$ cat src/rtl/pipe_skid_reg.sv
// Pipeline register stage with optional two-entry skid buffer.
// SKID=1 gives a registered in_ready; SKID=0 is a single-entry stage.
module pipe_skid_reg #(
    parameter int               WIDTH   = 32,
    parameter logic [WIDTH-1:0] RST_VAL = {WIDTH{1'b0}},
    parameter bit               SKID    = 1'b1
) (
    input  logic             clk,
    input  logic             rst,
    input  logic             flush,
    input  logic             in_valid,
    output logic             in_ready,
    input  logic [WIDTH-1:0] in_data,
    output logic             out_valid,
    input  logic             out_ready,
    output logic [WIDTH-1:0] out_data,
    output logic [1:0]       count
);

    typedef enum logic [1:0] {
        EMPTY = 2'd0,
        ONE   = 2'd1,
        TWO   = 2'd2
    } state_t;

    if (SKID) begin : g_skid

        state_t           state_q;
        state_t           state_d;
        logic [WIDTH-1:0] main_q;
        logic [WIDTH-1:0] skid_q;
        logic             in_ready_q;
        logic             in_xfer;
        logic             out_xfer;
        logic             load_main_in;
        logic             load_main_skid;
        logic             load_skid;

        assign in_xfer  = in_valid & in_ready_q;
        assign out_xfer = (state_q != EMPTY) & out_ready;

        // Next state and register-load selects; flush overrides the handshake.
        always_comb begin
            state_d        = state_q;
            load_main_in   = 1'b0;
            load_main_skid = 1'b0;
            load_skid      = 1'b0;
            if (flush) begin
                state_d = EMPTY;
            end else begin
                unique case (state_q)
                    EMPTY: begin
                        if (in_xfer) begin
                            state_d      = ONE;
                            load_main_in = 1'b1;
                        end
                    end
                    ONE: begin
                        if (in_xfer && out_xfer) begin
                            load_main_in = 1'b1;
                        end else if (in_xfer) begin
                            state_d   = TWO;
                            load_skid = 1'b1;
                        end else if (out_xfer) begin
                            state_d = EMPTY;
                        end
                    end
                    TWO: begin
                        if (out_ready) begin
                            state_d        = ONE;
                            load_main_skid = 1'b1;
                        end
                    end
                    default: state_d = EMPTY;
                endcase
            end
        end

        // State register; in_ready is precomputed so it comes straight off a flop.
        always_ff @(posedge clk) begin
            if (rst) begin
                state_q    <= EMPTY;
                in_ready_q <= 1'b1;
            end else begin
                state_q    <= state_d;
                in_ready_q <= (state_d != TWO);
            end
        end

        // Payload registers; flush leaves them untouched.
        always_ff @(posedge clk) begin
            if (rst) begin
                main_q <= RST_VAL;
                skid_q <= RST_VAL;
            end else begin
                if (load_main_in) begin
                    main_q <= in_data;
                end else if (load_main_skid) begin
                    main_q <= skid_q;
                end
                if (load_skid) begin
                    skid_q <= in_data;
                end
            end
        end

        assign in_ready  = in_ready_q;
        assign out_valid = (state_q != EMPTY);
        assign out_data  = main_q;
        assign count     = state_q;

    end else begin : g_single

        logic             valid_q;
        logic [WIDTH-1:0] main_q;
        logic             rdy;

        assign rdy = ~valid_q | out_ready;

        // Single entry: refill on accept, drain on delivery without refill.
        always_ff @(posedge clk) begin
            if (rst) begin
                valid_q <= 1'b0;
                main_q  <= RST_VAL;
            end else if (flush) begin
                valid_q <= 1'b0;
            end else if (in_valid && rdy) begin
                valid_q <= 1'b1;
                main_q  <= in_data;
            end else if (out_ready) begin
                valid_q <= 1'b0;
            end
        end

        assign in_ready  = rdy;
        assign out_valid = valid_q;
        assign out_data  = main_q;
        assign count     = {1'b0, valid_q};

    end

endmodule

$ cat config.mk
export PLATFORM = sky130hd
export DESIGN_NAME = pipe_skid_reg
export DESIGN_NICKNAME = d
export VERILOG_FILES = /design/src/rtl/pipe_skid_reg.sv
export SDC_FILE = /design/constraint.sdc
export NUM_CORES = 1
export LEC_CHECK = 0
export CAP_MARGIN = 20
export CORE_ASPECT_RATIO = 0.9
export CORE_UTILIZATION = 32
export CTS_CLUSTER_DIAMETER = 40
export DETAILED_ROUTE_END_ITERATION = 12
export HOLD_SLACK_MARGIN = 0.1
export PLACE_DENSITY = 0.54
export SETUP_SLACK_MARGIN = 0.2
export SLEW_MARGIN = 30
export SYNTH_ARGS = -nofsm -noshare
export SYNTH_HDL_FRONTEND = slang
export SYNTH_SLANG_ARGS = --single-unit
$ cat constraint.sdc
create_clock -name clk -period 1.65 [get_ports clk]
set_input_delay 0.165 -clock clk [delete_from_list [all_inputs] [get_ports clk]]
set_output_delay 0.165 -clock clk [all_outputs]
set_load 0.02 [all_outputs]
==> impl_metrics.py, run 1 <==
metrics = {
    "clock_tree": {
        "cts_buffers": 9,
        "cts_tree": "built",
        "postCtsSetupRepairBufs": 0,
        "path_clk_slew_ps": 80,
        "clock-sinks": 67,
        "cts_max_path_buffers": 2,
        "clock_latency_ps": 340,
        "cts_htree_levels": 3,
        "cts_root_buffer": "clkbuf_8",
    },
    "finish": {
        "synthToLayoutAreaGrowth_pct": 53.8,
        "drive_above_1_share": 0.358,
        "nets": 451,
        "nFillCells": 854,
        "antennaDiodeCount": 0,
        "final_cells": 538,
    },
    "global_routing": {
        "grt_max_degree": 37,
        "grt_antenna_before_repair": 0,
        "track_usage": 0.161,
        "grt_overflow": 0,
        "grt_pass1_wl_mm": 11.6,
        "grt_pass1_vias": 2375,
    },
    "setup_path": {
        "crit_type": "flip-flop to flip-flop",
        "crit_required_ps": 1860,
        "crit_path_end_kind": "flip-flop",
        "start_kind": "flip-flop",
        "cp_max_fo": 8,
        "critPathArrivalTime_ps": 1730,
        "r2r.worst_path.cells": 6,
    },
    "floorplanning": {
        "rows": 32,
        "die_h_microns": 91.5,
        "io_pins": 73,
        "fp.dieW_microns": 101,
        "fp.dieArea_sq_um": 9280,
        "core_area_sq_um": 8610,
        "start_util": 0.331,
    },
    "placement": {
        "pre_cts_ws_ps": -214,
        "port_buffers": 72,
        "dp.cells": 518,
        "place_congestion": 0.765,
        "dp_hpwl_mm": 4.51,
    },
    "logic_synthesis": {
        "synth.mux.area_fraction": 0,
        "synthTopCellsByArea": "dfxtp_1 47%, nand2_1 17%, a311oi_2 17%",
        "synth.yosys.seq_area_share": 0.471,
        "synth_compound_area_frac": 0.230,
        "synth_top_area_share": 0.471,
        "synth.largest_area_cell": "dfxtp_1",
        "synthAdderAreaFrac": 0,
        "syn_area_per_cell_sq_um": 8.47,
        "synthCells": 336,
        "async_flop_share": 0,
        "yosysWarnings": 0,
        "yosys.area_share.simple": 0.244,
        "syn_nets": 373,
        "synthXorXnorAreaFrac": 0.00308,
        "synth_most_common_cell": "nand2_1",
        "netlist_area_sq_um": 2850,
        "synth_common_cells": "129 x nand2_1, 67 x dfxtp_1, 34 x nor2_1, 33 x a21oi_1, 32 x a311oi_2",
        "ys_seq_elements": 67,
        "synth_edf_count": 0,
        "synth_top_family_by_area": "simple AND/OR/NAND/NOR gates",
        "synth_ff_type": "dfxtp_1",
        "synthDistinctLibCells": 21,
    },
    "outcome": {
        "status": "completed",
    },
    "timing": {
        "worst_pin_slew_ps": 500,
        "slew_violations": 0,
        "clock_skew_ps": 7.33,
        "fin_crit_ps": 1520,
        "rsz0062_at_grt": "true",
        "post-route-period-util": 0.923,
        "hold_viol_final": 0,
        "slew-limit-headroom": 0.667,
        "finalWorstSetupSlack_ps": 126,
        "setup_viol": 0,
        "max_freq_ghz": 0.656,
    },
    "pwr": {
        "vdd_drop_max_uv": 334,
        "p_leak_nw": 1.57,
        "cellPowerDensity_nw_per_um2": 903,
        "power_w": 0.00395,
    },
    "drt": {
        "first_iter_violations": 124,
        "dr_wl_met3_microns": 367,
        "wl_mm": 7.47,
        "wl_met2_mm": 3.52,
        "antenna_left": 0,
        "via_per_inst": 4.81,
        "top_layer": "met4",
        "wl_met1_mm": 3.52,
        "wl_per_cell_microns": 13.9,
        "via_count": 2588,
        "first_pass_iters": 4,
        "drcViolationCount": 0,
    },
    "worst_hold_path": {
        "hp-class": "primary input to flip-flop",
        "min_path_cells": 3,
    },
    "job": {
        "maxCapViolCount": 0,
    },
}
## state kept, by name (all words and copies together) (netlist names)
name	count
out_data	32
in_ready	1
g_skid.skid_q	32
count	2
## layout make-up
class,instances,area (sq um),share of cell area
multi-input combinational,241,1670,0.380
tap,119,149,0.0340
clock inverter,6,110,0.0251
sequential,67,1350,0.309
clock buffer,10,138,0.0314
timing repair buffer,95,965,0.220
## stage by stage
stage / hold slack, ps / instance area, sq um / util / setup TNS [ps]
6_report: 380 / 4380 / 0.509 / 0
3_5_place_dp: 392 / 3840 / 0.446 / -10360
2_1_floorplan: 234 / 2960 / - / 0
4_1_cts: 345 / 4060 / 0.472 / 0
3_3_place_gp: 407 / 3840 / 0.446 / -10040
5_1_grt: 387 / 4380 / 0.509 / 0
## cell families (layout without fill, tap and decap cells)
logic type             after synthesis  after routing
XOR/XNOR                             1              1
AND/OR/NAND/NOR                    174            174
AO/OA/AOI/OAI                       66             66
flip-flops                          67             67
buffers and inverters               28            111
## path summary, 6_finish.rpt
check,start,endpoint,slack [ps]
worst max-delay path,in_ready$_SDFF_PP1_,g_skid.skid_q[10]$_SDFFE_PP0P_,130
worst min register to register,g_skid.skid_q[8]$_SDFFE_PP0P_,g_skid.skid_q[8]$_SDFFE_PP0P_,450
worst min-delay path,rst,g_skid.skid_q[14]$_SDFFE_PP0P_,380
worst max register to register,in_ready$_SDFF_PP1_,g_skid.skid_q[10]$_SDFFE_PP0P_,130
## critical path: stages (launching register included)
cell,delay (ps)
dfxtp_4,360
nand2_4,40
buf_4,130
or4_4,520
clkbuf_16,230
nand2_4,50
a21oi_1,50
## where the power goes
group	leakage, nW	switching (W)	internal [W]
Sequential	0.548	0.0000344	0.00167
Clock	0.127	0.000667	0.00105
Combinational	0.898	0.000278	0.000249
## layer usage
layer,track usage,vias to the layer above
li1,-,1292
met5,0,-
met1,0.209,1231
met3,0.0508,4
met4,0.0543,0
met2,0.251,61
## layout by cell type, fill, tap and decap left out, types with 5 or more instances in the layout
| cell type | n |
|---|---|
| clkbuf_8 | 10 |
| dlygate4sd2_1 | 35 |
| clkdlybuf4s50_1 | 35 |
| dfxtp_1 | 64 |
| nand2_1 | 101 |
| a21oi_1 | 19 |
| buf_12 | 5 |
| buf_4 | 12 |
| a21oi_2 | 14 |
| nor2_2 | 28 |
| nor2_1 | 6 |
| a311oi_2 | 32 |
| nand2_4 | 19 |
| nand2_2 | 9 |
## repair_timing
item,4_1_cts,5_1_grt
hold buffers,1,0
gates cloned,0,3
pin swaps,0,42
endpoints found under the setup margin,100,65
gates resized for setup,38,70
endpoints found under the hold margin,1,0
Power figures use the tool's default switching activity.
==> run 2, diff against run 1 <==
--- a/config.mk
+++ b/config.mk
@@ -6,14 +6,14 @@
 export NUM_CORES = 1
 export LEC_CHECK = 0
 export CAP_MARGIN = 20
-export CORE_ASPECT_RATIO = 0.9
+export CORE_ASPECT_RATIO = 0.7
 export CORE_UTILIZATION = 32
 export CTS_CLUSTER_DIAMETER = 40
 export DETAILED_ROUTE_END_ITERATION = 12
 export HOLD_SLACK_MARGIN = 0.1
 export PLACE_DENSITY = 0.54
 export SETUP_SLACK_MARGIN = 0.2
-export SLEW_MARGIN = 30
+export SLEW_MARGIN = 15
 export SYNTH_ARGS = -nofsm -noshare
 export SYNTH_HDL_FRONTEND = slang
 export SYNTH_SLANG_ARGS = --single-unit
==> run 2 against run 1 <==
Utilization down 0.54 points. Fmax about the same. Power up 11%. Clock skew down 0.59 ps. Critical path type is now primary input to flip-flop.
==> impl_metrics.py, run 2 (same netlist as run 1, synthesis figures left out) <==
metrics = {
    "drt": {
        "first_iter_violations": 127,
        "via_count": 2600,
        "first_pass_iters": 4,
        "wl_per_cell_microns": 14.5,
        "wl_mm": 7.79,
        "via_per_inst": 4.83,
        "drcViolationCount": 0,
        "antenna_left": 0,
    },
    "setup_path": {
        "start_kind": "primary input",
        "critPathArrivalTime_ps": 1770,
        "crit_required_ps": 1890,
        "crit_path_end_kind": "flip-flop",
        "crit_type": "primary input to flip-flop",
        "cp_max_fo": 26,
        "r2r.worst_path.cells": 4,
    },
    "finish": {
        "utilization": 0.503,
        "layout_commonest_cell": "nand2_1",
        "drive_above_1_share": 0.266,
        "antennaDiodeCount": 0,
        "final_cell_mix": "128 x nand2_1, 64 x dfxtp_1, 34 x clkdlybuf4s50_1",
        "post-route-cell-area_sq_um": 4300,
        "nFillCells": 828,
        "nets": 450,
        "synthToLayoutAreaGrowth_pct": 51.2,
        "final_cells": 538,
        "register_area_sq_um": 1350,
        "multiInputGateArea_sq_um": 1460,
    },
    "timing": {
        "fin_crit_ps": 1520,
        "max_freq_ghz": 0.656,
        "worst_pin_slew_ps": 338,
        "clock_skew_ps": 6.74,
        "finalWorstSetupSlack_ps": 126,
        "slew_violations": 0,
        "hold_viol_final": 0,
        "rsz0062_at_grt": "true",
        "setup_viol": 0,
        "post-route-period-util": 0.923,
        "slew-limit-headroom": 0.775,
    },
    "outcome": {
        "status": "completed",
    },
    "clock_tree": {
        "cts_buffers": 9,
        "clock-sinks": 67,
        "cts_htree_levels": 3,
        "cts_max_path_buffers": 2,
        "clock_latency_ps": 340,
        "cts_root_buffer": "clkbuf_16",
        "cts_tree": "built",
        "path_clk_slew_ps": 50,
    },
    "global_routing": {
        "grt_pass1_wl_mm": 12.4,
        "grt_max_degree": 43,
        "grt_pass1_vias": 2507,
        "grt_antenna_before_repair": 0,
        "grt_overflow": 0,
        "track_usage": 0.177,
    },
    "floorplanning": {
        "fp.dieArea_sq_um": 9280,
        "core_area_sq_um": 8550,
        "rows": 28,
        "io_pins": 73,
        "start_util": 0.333,
        "die_h_microns": 80.9,
        "fp.dieW_microns": 115,
    },
    "worst_hold_path": {
        "hp-class": "primary input to flip-flop",
        "min_path_cells": 4,
    },
    "pwr": {
        "power_w": 0.00439,
        "p_int_w": 0.00335,
        "vdd_drop_max_uv": 424,
        "p_leak_nw": 1.73,
        "cellPowerDensity_nw_per_um2": 1020,
        "switching_share": 0.237,
        "p_switching_w": 0.00104,
        "p_comb_frac": 0.123,
        "seqPwrFrac": 0.390,
        "clock_power_share": 0.487,
    },
    "placement": {
        "place_congestion": 0.784,
        "dpl_cell_area_sq_um": 3860,
        "dp.cells": 517,
        "dp_hpwl_mm": 4.88,
        "pre_cts_ws_ps": -271,
        "port_buffers": 72,
    },
    "job": {
        "maxCapViolCount": 0,
    },
}
-- run 2: cell types whose count changed in the layout (fill, tap and decap cells not counted), moves of 9 or more --
cell | before | now
nand2_2 | 9 | 0
nand2_1 | 101 | 128
dlymetal6s2s_1 | 0 | 14
a21oi_2 | 14 | 0
dlygate4sd2_1 | 35 | 22
a21oi_1 | 19 | 33
nand2_4 | 19 | 1
-- run 2: power groups by stage --
| stage | sequential (W) | clock [W] | combinational, W |
|---|---|---|---|
| finish | 0.00171 | 0.00214 | 0.000538 |
| detailed placement | 0.00175 | 0 | 0.000560 |
| global placement | 0.00175 | 0 | 0.000554 |
| CTS | 0.00171 | 0.00218 | 0.000540 |
| floorplan | 0.00181 | 0 | 0.000219 |
| global route | 0.00172 | 0.00225 | 0.000577 |
-- run 2: per-stage QoR --
step / setup TNS, ps / hold WS, ps
2_1_floorplan: 0 / 234
3_3_place_gp: -10440 / 440
3_5_place_dp: -12720 / 443
4_1_cts: 0 / 403
5_1_grt: 0 / 382
6_report: 0 / 374
-- run 2: repair_timing --
action                                 CTS  global route
setup endpoints to repair               82            78
cloned                                   0             3
buffers inserted                         0             1
gates resized for setup                 27            26
hold buffers                             1             0
endpoints found under the hold margin    1             0
pin swaps                                0             2
-- run 2: worst paths after layout --
kind	startpoint	end	slack [ps]
setup / recovery	out_ready	out_data[26]$_SDFFE_PP0P_	130
setup reg to reg	count[0]$_SDFF_PP0_	out_data[26]$_SDFFE_PP0P_	150
hold / removal	flush	count[0]$_SDFF_PP0_	370
hold reg to reg	g_skid.skid_q[5]$_SDFFE_PP0P_	g_skid.skid_q[5]$_SDFFE_PP0P_	450
-- run 2: worst max-delay path, stage by stage --
cell	delay, ps
clkdlybuf4s50_1	480
nand2b_4	150
or4b_4	530
buf_12	200
a311oi_2	210
-- run 2: final cells by class --
class,instances,share of cell area
multi-input cells,241,0.340
flip-flops and latches,67,0.314
repair buffers,94,0.233
clock buffers,11,0.0587
well taps,120,0.0349
clock inverters,5,0.0198
-- run 2: layer usage --
| layer | part of all wire | up-vias | global-route usage |
|---|---|---|---|
| li1 | - | 1297 | - |
| met3 | 0.063 | 11 | 0.0627 |
| met5 | 0 | - | 0 |
| met1 | 0.51 | 1225 | 0.238 |
| met4 | 0.012 | 0 | 0.0675 |
| met2 | 0.41 | 67 | 0.260 |
